## config.mk

```make
export PLATFORM = sky130hd
export DESIGN_NAME = adder_tree_pipe
export DESIGN_NICKNAME = d
export VERILOG_FILES = /design/src/rtl/adder_pkg.sv /design/src/rtl/adder_tree_stage.sv /design/src/rtl/adder_tree_pipe.sv
export SDC_FILE = /design/constraint.sdc
export NUM_CORES = 1
export LEC_CHECK = 0
export CORE_ASPECT_RATIO = 0.6
export CORE_MARGIN = 5
export CORE_UTILIZATION = 39
export DETAILED_ROUTE_END_ITERATION = 12
export PLACE_DENSITY = 0.68
export SETUP_SLACK_MARGIN = 0.15
export SLEW_MARGIN = 0
export SYNTH_ARGS = -nofsm -noshare
export SYNTH_HDL_FRONTEND = slang
export SYNTH_SLANG_ARGS = --single-unit
export TNS_END_PERCENT = 1
```

## constraint.sdc

```tcl
create_clock -name clk -period 3.65 [get_ports clk]
set_input_delay 0.73 -clock clk [delete_from_list [all_inputs] [get_ports clk]]
set_output_delay 0.73 -clock clk [all_outputs]
set_load 0.03 [all_outputs]
```

## src/rtl/adder_pkg.sv

```systemverilog
// Width helpers shared by the pipelined adder tree and its per-level stage.
// The derived widths W, L and OW are computed here so the top module and the bench agree on them.
package adder_pkg;

  function automatic int clog2(input int n);
    int r;
    r = 0;
    while ((1 << r) < n) r++;
    return r;
  endfunction

  // Lane width: significand plus sign/carry/hidden headroom plus low guard bits.
  function automatic int calc_w(input int sig_width, input int low_expand);
    return sig_width + 4 + low_expand;
  endfunction

  function automatic int calc_ow(input int sig_width, input int low_expand,
                                 input int num_in, input int acc_ext);
    return calc_w(sig_width, low_expand) + clog2(num_in) + acc_ext;
  endfunction

endpackage

```

## src/rtl/adder_tree_stage.sv

```systemverilog
// One level of the adder tree: pairwise sign-extended sums of N lanes, registered
// together with the valid/acc/last sideband bits. The stage holds while en is low.
module adder_tree_stage
  import adder_pkg::*;
#(
  parameter int N  = 4,
  parameter int IW = 10
) (
  input  logic                      clk,
  input  logic                      rst_n,
  input  logic                      en,
  input  logic                      in_valid,
  input  logic                      in_acc,
  input  logic                      in_last,
  input  logic [N*IW-1:0]           in_data,
  output logic                      out_valid,
  output logic                      out_acc,
  output logic                      out_last,
  output logic [(N/2)*(IW+1)-1:0]   out_data
);

  localparam int NO = N / 2;
  localparam int SW = IW + 1;

  logic [NO*SW-1:0] sum;

  // NOTE: always_comb assigns a default first so no path leaves sum unassigned (no latch).
  always_comb begin
    sum = '0;
    for (int i = 0; i < NO; i++) begin
      sum[i*SW +: SW] = {in_data[(2*i)*IW + IW - 1],   in_data[(2*i)*IW +: IW]}
                      + {in_data[(2*i+1)*IW + IW - 1], in_data[(2*i+1)*IW +: IW]};
    end
  end

  // NOTE: sequential state uses non-blocking assignments so every register samples pre-edge values.
  always_ff @(posedge clk or negedge rst_n) begin
    if (!rst_n) begin
      out_valid <= 1'b0;
      out_acc   <= 1'b0;
      out_last  <= 1'b0;
    end else if (en) begin
      out_valid <= in_valid;
      out_acc   <= in_acc;
      out_last  <= in_last;
    end
  end

  // NOTE: data registers carry no reset; out_valid qualifies them, so their power-up value is never used.
  always_ff @(posedge clk) begin
    if (en) out_data <= sum;
  end

endmodule

```

## src/rtl/adder_tree_pipe.sv

```systemverilog
// Pipelined signed adder tree over NUM_IN lanes followed by a group accumulator
// with wrap-around arithmetic and a sticky overflow flag; whole pipe stalls on backpressure.
module adder_tree_pipe
  import adder_pkg::*;
#(
  parameter int SIG_WIDTH  = 4,
  parameter int LOW_EXPAND = 2,
  parameter int NUM_IN     = 4,
  parameter int ACC_EXT    = 4,
  localparam int W  = calc_w(SIG_WIDTH, LOW_EXPAND),
  localparam int L  = clog2(NUM_IN),
  localparam int OW = calc_ow(SIG_WIDTH, LOW_EXPAND, NUM_IN, ACC_EXT)
) (
  input  logic                clk,
  input  logic                rst_n,
  input  logic                in_valid,
  output logic                in_ready,
  input  logic [NUM_IN*W-1:0] in_data,
  input  logic                in_acc,
  input  logic                in_last,
  output logic                out_valid,
  input  logic                out_ready,
  output logic [OW-1:0]       out_data,
  output logic                out_ovf
);

  logic vld  [L+1];
  logic acc  [L+1];
  logic last [L+1];

  assign in_ready = out_ready || !out_valid;
  assign vld[0]   = in_valid;
  assign acc[0]   = in_acc;
  assign last[0]  = in_last;

  for (genvar k = 0; k < L; k++) begin : g_lvl
    localparam int NI = NUM_IN >> k;
    localparam int IW = W + k;
    logic [NI*IW-1:0]           d_in;
    logic [(NI/2)*(IW+1)-1:0]   d_out;

    if (k == 0) begin : g_first
      assign d_in = in_data;
    end else begin : g_next
      assign d_in = g_lvl[k-1].d_out;
    end

    adder_tree_stage #(.N(NI), .IW(IW)) u_stage (
      .clk       (clk),
      .rst_n     (rst_n),
      .en        (in_ready),
      .in_valid  (vld[k]),
      .in_acc    (acc[k]),
      .in_last   (last[k]),
      .in_data   (d_in),
      .out_valid (vld[k+1]),
      .out_acc   (acc[k+1]),
      .out_last  (last[k+1]),
      .out_data  (d_out)
    );
  end

  logic [W+L-1:0] tree_sum;
  logic [OW-1:0]  sum_ext;
  logic [OW-1:0]  acc_q;
  logic [OW-1:0]  base;
  logic [OW-1:0]  total;
  logic           grp_open;
  logic           sticky_ovf;
  logic           closing;
  logic           ovf_now;

  assign tree_sum = g_lvl[L-1].d_out;
  assign sum_ext  = OW'($signed(tree_sum));

  // A standalone beat while a group is open closes that group.
  assign closing = !acc[L] || last[L];
  assign base    = grp_open ? acc_q : '0;
  assign total   = base + sum_ext;
  assign ovf_now = (base[OW-1] == sum_ext[OW-1]) && (total[OW-1] != base[OW-1]);

  always_ff @(posedge clk or negedge rst_n) begin
    if (!rst_n) begin
      out_valid  <= 1'b0;
      out_data   <= '0;
      out_ovf    <= 1'b0;
      acc_q      <= '0;
      grp_open   <= 1'b0;
      sticky_ovf <= 1'b0;
    end else if (in_ready) begin
      out_valid <= 1'b0;
      if (vld[L]) begin
        if (closing) begin
          out_valid  <= 1'b1;
          out_data   <= total;
          out_ovf    <= (grp_open && sticky_ovf) || ovf_now;
          acc_q      <= '0;
          grp_open   <= 1'b0;
          sticky_ovf <= 1'b0;
        end else begin
          acc_q      <= total;
          grp_open   <= 1'b1;
          sticky_ovf <= (grp_open && sticky_ovf) || ovf_now;
        end
      end
    end
  end

endmodule

```

Word-level counts from Yosys, hierarchy flattened:

Index checks and enable logic that the tools add are counted.

* word-level logic and storage cells: 35
* bits in registers: 76
* latch bits: 0
* input bits: 46
* bits in writable memories: 0
* output and inout port bits: 19
* ROM bits: 0
* memories: 0

* mux-type cells: 6
* bitwise operators: 0
* equal/unequal tests: 2
* reductions and logical operators: 9
* order comparisons: 0
* add/sub/neg operators: 4
* shift-type cells: 0
* div/mod/pow operators: 0
* $mul: 0

Operators by type and width (number)
* $mux W16: 2
* $add A10 B10 Y11: 2
* $add A16 B16 Y16: 1
* $add A11 B11 Y12: 1
* $mux W1: 4
* $logic_or A1 B1 Y1: 3
* $reduce_and A3 Y1: 1
* $logic_and A1 B1 Y1: 2
* $logic_not A1 Y1: 2
* $reduce_and A2 Y1: 1
* $eq A1 B1 Y1: 1
* $ne A1 B1 Y1: 1

Longest topological paths before layout:

Gate-level depths: netlist (run 1).

* word-level depth: 6
* depth in mapped cells: 11
* gate-level depth less buffers: 9

Hierarchy:

From an unflattened synthesis (run 1), not the netlist that was laid out.

* cell total of the unflattened synthesis: 466
* area total of the unflattened synthesis: 4961.0 sq um

Modules (own cells, without submodules)
* adder_tree_pipe: instances 1, seq. area each 900.9 sq um, area an instance 2374.8 sq um, cells each 252
* adder_tree_stage (g_lvl[0].u_stage): instances 1, seq. area each 735.7 sq um, area an instance 1681.6 sq um, cells each 143
* adder_tree_stage (g_lvl[1].u_stage): instances 1, seq. area each 435.4 sq um, area an instance 904.6 sq um, cells each 71

Worst setup path after synthesis (run 1):

No wires, ideal clock.

* kind: in2out
* start point: in out_ready
* end point: out in_ready
* buffers on the path: 1
* data required time: 2.920 ns
* stages: 2
* path slack: 0.655 ns
* data arrival time: 2.265 ns
* cell sequence: or2b_2 -> clkbuf_1

* word-level cells in the longest chain between the ends: 1

RTL lines
* start, declared: RTL line adder_tree_pipe.sv:22 `input logic out_ready,`
* $logic_or A1 B1 Y1: RTL line adder_tree_pipe.sv:31 `assign in_ready = out_ready || !out_valid;`
* end, declared: RTL line adder_tree_pipe.sv:17 `output logic in_ready,`

Every way passes these cells.

Final worst setup path (run 1):

* start point: reg grp_open
* end point: reg out_data[14]

* word-level cells in the longest chain between the ends: 2

RTL lines
* start, declared: RTL line adder_tree_pipe.sv:68 `logic grp_open;`
* start signal, assigned: RTL line adder_tree_pipe.sv:88 `grp_open <= 1'b0;`
* start signal, assigned: RTL line adder_tree_pipe.sv:98 `grp_open <= 1'b0;`
* start signal, assigned: RTL line adder_tree_pipe.sv:102 `grp_open <= 1'b1;`
* $mux W16: RTL line adder_tree_pipe.sv:78 `assign base = grp_open ? acc_q : '0;`
* $add A16 B16 Y16: RTL line adder_tree_pipe.sv:79 `assign total = base + sum_ext;`
* end signal, assigned: RTL line adder_tree_pipe.sv:95 `out_data <= total;`
* end, declared: RTL line adder_tree_pipe.sv:23 `output logic [OW-1:0] out_data,`

Every way passes these cells.
A chain may end at the register's enable or synchronous reset.

==> results of run 1 <==
## sequential cells by signal, summed over array words and instances, names as in the netlist
register                 cells
g_lvl.u_stage.out_last       2
g_lvl.u_stage.out_data      34
acc_q                       16
g_lvl.u_stage.out_acc        2
grp_open                     1
sticky_ovf                   1
out_data                    16
g_lvl.u_stage.out_valid      2
out_ovf                      1
out_valid                    1
## through the flow
step / area (um2) / instances / hold WS [ns] / utilization, %
floorplan: 4630 / 417 / 0.434 / -
global placement: 5450 / 636 / 0.461 / 47.6
detailed placement: 5450 / 636 / 0.475 / 47.6
CTS: 5740 / 652 / 0.492 / 50.2
global route: 5740 / 652 / 0.502 / 50.2
finish: 5740 / 652 / 0.482 / 50.2
## tightest hold or removal path: stages, from the launching register on
cell and delay [ns]:
dfrtp_1 0.34, nand2_1 0.05, o21ai_0 0.06
## metal layers
| layer | global-route usage [%] | routed length [um] | vias up |
|---|---|---|---|
| li1 | - | - | 1658 |
| met1 | 19.3 | 4710 | 1486 |
| met2 | 20.9 | 3970 | 93 |
| met3 | 4.46 | 645 | 4 |
| met4 | 4.37 | 51 | 0 |
| met5 | 0 | 0 | - |
## cell type report
class	instances	area [um2]
clock buffer	10	229
clock inverter	6	65.1
fill	1029	5710
inverter	24	90.1
multi-input combinational	309	2430
sequential	76	2070
tap	160	200
timing repair buffer	67	658
## Yosys cell counts, drive strengths merged (6+ instances only)
library cell,instances
o21ai,26
nor2,15
nor3,6
a21oi,32
ha,46
dfrtp,42
edfxtp,34
a22o,14
mux2,20
inv,24
xor2,10
nor2b,11
o21bai,6
and2,15
nand2,23
clkbuf,6
xnor2,24
## cells by family (layout without fill, tap and decap cells)
kind of cell    count (synthesis)  count (layout)  synth area share [%]
flops                          76              76                  44.8
compound gates                114             114                  16.6
simple gates                   88              88                  9.71
buf+inv                        32             107                  2.78
xor+xnor                       34              34                  6.43
fa+ha+maj                      50              50                  14.2
mux                            23              23                  5.52
## report_power, final
group / switching, mW / internal (mW) / total [mW]
sequential: 0.195 / 1.31 / 1.51
combinational: 1.19 / 0.987 / 2.17
clock: 0.338 / 0.529 / 0.866
total: 1.72 / 2.83 / 4.55
## placed cells by master, fill, tap and decap left out, drive strengths merged, types with 20 or more instances in the layout
cell and count:
a21oi 32, clkdlybuf4s50 63, dfrtp 42, edfxtp 34
ha 46, inv 24, mux2 20, nand2 23
o21ai 26, xnor2 24
## path summary, 6_finish.rpt
kind / endpoint / slack (ns) / depth (start not counted)
min reg2reg: out_data[8] / 0.48 / 2
min: out_data[8] / 0.48 / 2
max: out_data[14] / 0.67 / 9
max reg2reg: out_data[14] / 0.67 / 9
max in group asynchronous: g_lvl[1].u_stage.out_acc / 2.53 / 1
min in group asynchronous: acc_q[1] / 0.54 / 1
==> flow_summary.toml, run 1 <==
[critical_path]
cp-start-kind = "flip-flop"
cp.arrival_ns = 3.20
crit_required_ns = 3.87
critPathKind = "reg -> reg"
worst_r2r_startpoint = "grp_open"
crit_buf_inv = 0
endpoint_kind = "flip-flop"
crit_path_top_delay_cell = "dfrtp_1"
crit_family = "compound AO/OA/AOI/OAI gates"
critPathMaxFanout = 20
critical_path.startpoint = "grp_open"
cp_cell_sequence = "and2_1, ha_1, fa_1, a211oi_1, o21bai_1, o2bb2ai_1, o31ai_1, xor2_1, mux2_2"
max_stage_delay_ns = 0.59

[hold_path]
hold_class = "reg -> reg"
hold_path.startpoint = "out_data[8]"

[grt]
track_usage_pct = 14.0
grt_pass1_wl_mm = 15.6
grt_max_degree = 43
overflow = 0
grt_pass1_vias = 3357
antenna_found_initial = 0

[synthesis]
synth_area_per_cell_um2 = 11.1
synth-main-ff-cell = "dfrtp_1"
synth_edf_count = 34
synthArstFlopShare_pct = 55.3
ys_ff_latch = 76
yosysTopAreaCellShare_pct = 22.7
synth.area.top_cells = "dfrtp_1, edfxtp_1, ha_1"
netlist_instances = 417
netlist_area_um2 = 4630
synth_cell_type_count = 54
yosys.area.top_type = "dfrtp_1"
yosys_warnings = 0
syn-num-nets = 513
seq_area_frac_synth_pct = 44.8

[floorplanning]
start_util_pct = 40.4
die_w_um = 151
pin_count = 65
die_height_um = 94.4
die_area_um2 = 14200
core_area_um2 = 11400
num_rows = 30

[clock_tree]
post_cts_resized = 0
cts_buffers = 9
clockBufferDepth = 2
cts.clk_slew.worst_paths_ns = 0.06
cts_setup_buffers = 0
cts_tree = "built"
clk_latency_ns = 0.34
clock-sinks = 76
holdBufCountCts = 0
htree_levels = 3
clockRootBuffer = "clkbuf_16"

[timing]
period_minus_slack_ns = 2.98
final_max_slew_viol_count = 0
fin_setup_tns_ns = 0
relSlewSlack_pct = 25.3
finalSetupViolCount = 0
fmax_mhz = 335
setup_ws_ns = 0.667
finClkSkew_ns = 0.00720
hold_viol = 0
tightestPinTransition_ns = 1.12
period_share_pct = 81.7
rsz0062_at_grt = "false"

[detailed_routing]
first_iter_violations = 146
finalWirelength_mm = 9.37
wire_per_inst_um = 14.4
vias = 3241
dr.pass1.iters = 4
viasPerCell = 4.97
antenna_left = 0
drc = 0

[layout]
drive_gt1_share_pct = 10.4
fin_nets = 583
area_delta_synth_final_pct = 24.1
num_antenna_cells = 0

[run_status]
status = "complete, no violations"

[power_and_ir_drop]
totalPowerFinal_mw = 4.55
ir_drop_mv = 0.250
p_per_area_nw_per_um2 = 793
p_leak_nw = 2.45

[placement]
pre_cts_ws_ns = 0.585
gp_congestion = 0.890
dp.final_hpwl_mm = 7.20
numPortBuffers = 64

[run]
maxCapViolCount = 0
Note: power is estimated with default switching activity, not from simulation.
==> inputs of run 2 (changes only) <==
--- a/config.mk
+++ b/config.mk
@@ -9,7 +9,7 @@
 export CORE_MARGIN = 5
 export CORE_UTILIZATION = 39
 export DETAILED_ROUTE_END_ITERATION = 12
-export PLACE_DENSITY = 0.68
+export PLACE_DENSITY = 0.71
 export SETUP_SLACK_MARGIN = 0.15
 export SLEW_MARGIN = 0
 export SYNTH_ARGS = -nofsm -noshare
==> constraint.sdc (replaced) <==
create_clock -name clk -period 2.7 [get_ports clk]
set_input_delay 0.54 -clock clk [delete_from_list [all_inputs] [get_ports clk]]
set_output_delay 0.54 -clock clk [all_outputs]
set_load 0.03 [all_outputs]
==> flow_summary.toml, run 2 (synthesized netlist as in run 1, its figures left out) <==
[layout]
fill_cells = 1015
num_antenna_cells = 0
layout_commonest_cell = "clkdlybuf4s50_1"
final_cell_mix = "clkdlybuf4s50_1, ha_1, dfrtp_1"
final_cell_count_no_fill = 660
largest_register_ffs = 34
fin_nets = 591
seqCellArea_um2 = 2070
drive_gt1_share_pct = 13.4
area_delta_synth_final_pct = 26.8
multi_input_area_um2 = 2470
reg.largest.list = "g_lvl.u_stage.out_data x34, acc_q x16, out_data x16"
final_core_util_pct = 51.3
top_register = "g_lvl.u_stage.out_data"

[timing]
fmax_mhz = 400
final_max_slew_viol_count = 0
hold-worst-slack_ns = 0.350
finClkSkew_ns = 0.00827
tightestPinTransition_ns = 1.14
period_share_pct = 92.6
period_minus_slack_ns = 2.50
fin_setup_tns_ns = 0
rsz0062_at_grt = "true"
hold_viol = 0
relSlewSlack_pct = 23.9
finalSetupViolCount = 0

[critical_path]
max_stage_delay_ns = 0.43
reg2reg_setup_slack_ns = 0.20
critPathKind = "reg -> reg"
crit_required_ns = 2.92
endpoint_kind = "flip-flop"
critPathMaxFanout = 4
timing.rr.end = "out_data[14]"
cp_cell_sequence = "and2_1, ha_1, fa_1, a211oi_2, o21bai_2, o2bb2ai_4, o31ai_1, xor2_1, mux2_2"
cp-start-kind = "flip-flop"
crit_buf_inv = 0
reg2reg_depth = 9
worst_r2r_startpoint = "grp_open"
crit_family = "compound AO/OA/AOI/OAI gates"
crit_path_top_delay_cell = "fa_1"
cp.arrival_ns = 2.72

[grt]
track_usage_pct = 14.3
grt_max_degree = 43
grt_pass1_wl_mm = 15.9
grt_pass1_vias = 3383
antenna_found_initial = 0
overflow = 0

[hold_path]
hold_class = "in -> async"

[clock_tree]
htree_levels = 3
clockRootBuffer = "clkbuf_16"
cts.clk_slew.worst_paths_ns = 0.06
cts_tree = "built"
clk_latency_ns = 0.34
cts_buffers = 9
clockBufferDepth = 2
clock-sinks = 76
cts_setup_buffers = 0

[placement]
numPortBuffers = 64
gp_congestion = 0.864
placed_cells = 644
dp.final_hpwl_mm = 7.45

[floorplanning]
num_rows = 30
pin_count = 65
core_area_um2 = 11400
die_height_um = 94.4
start_util_pct = 40.4
die_area_um2 = 14200
die_w_um = 151

[detailed_routing]
antenna_left = 0
finalWirelength_mm = 9.68
drc = 0
wire_per_inst_um = 14.7
vias = 3319
viasPerCell = 5.03
first_iter_violations = 207
dr.pass1.iters = 6

[power_and_ir_drop]
p_seq_share_pct = 31.5
p_leak_nw = 2.50
pwr-share-clk_pct = 20.2
switching_share_pct = 37.8
p_switching_mw = 2.43
p_per_area_nw_per_um2 = 1090
ir_drop_mv = 0.426
p_comb_share_pct = 48.4
p_int_mw = 3.99
totalPowerFinal_mw = 6.42

[run_status]
status = "complete, no violations"

[run]
maxCapViolCount = 0
-- run 2: cell types whose count changed in the layout (fill, tap and decap cells not counted), moves of 2 or more --
cell,change
a21boi_0,-2
a21boi_1,+2
buf_4,+8
clkinv_2,-2
ha_1,-2
ha_2,+2
inv_6,+2
-- run 2: per-stage QoR --
stage	setup WS [ns]	area, um2
after floorplan	0.159	4630
after global placement	-0.0869	5510
after detailed placement	-0.165	5510
after CTS	0.147	5830
after global routing	0.125	5870
final	0.199	5870
-- run 2: worst max-delay path by stage --
stage | from | end | slack (ns) | cells past startpoint
after floorplan | grp_open | out_data[14] | 0.16 | 10
after global routing | grp_open | out_data[10] | 0.13 | 9
after CTS | grp_open | out_data[15] | 0.15 | 9
final | grp_open | out_data[14] | 0.20 | 9
after detailed placement | in_data[10] | g_lvl[0].u_stage.out_data[10] | -0.16 | 10
after global placement | in_data[20] | g_lvl[0].u_stage.out_data[21] | -0.09 | 10
-- run 2: layout make-up --
cell class / count / area share, %
inverters: 24 / 1.53
flip-flops and latches: 76 / 35.3
multi-input cells: 309 / 42.0
repair buffers: 75 / 12.3
clock buffers: 9 / 3.84
clock inverters: 7 / 1.66
well taps: 160 / 3.41
-- run 2: metal layers --
metal  GRT usage, %  up-vias  wire length, um
met2           21.9       90             4150
li1               -     1673                -
met5              0        -                0
met3           4.17       14              534
met4           4.15        0              150
met1           19.8     1542             4840
-- run 2: timing repair --
action / 4_1_cts / 5_1_grt
hold buffers: 0 / 0
pin swaps: 2 / 4
resized for setup: 1 / 10
endpoints found under the setup margin: 9 / 15
-- run 2: power groups by stage --
stage                     logic, mW  clock network (mW)  registers [mW]
after global placement         2.93                   0            2.02
after global routing           3.42                1.37            2.07
after detailed placement       3.04                   0            2.03
after CTS                      3.06                1.32            2.02
after floorplan                1.92                   0            2.23
final                          3.10                1.29            2.02
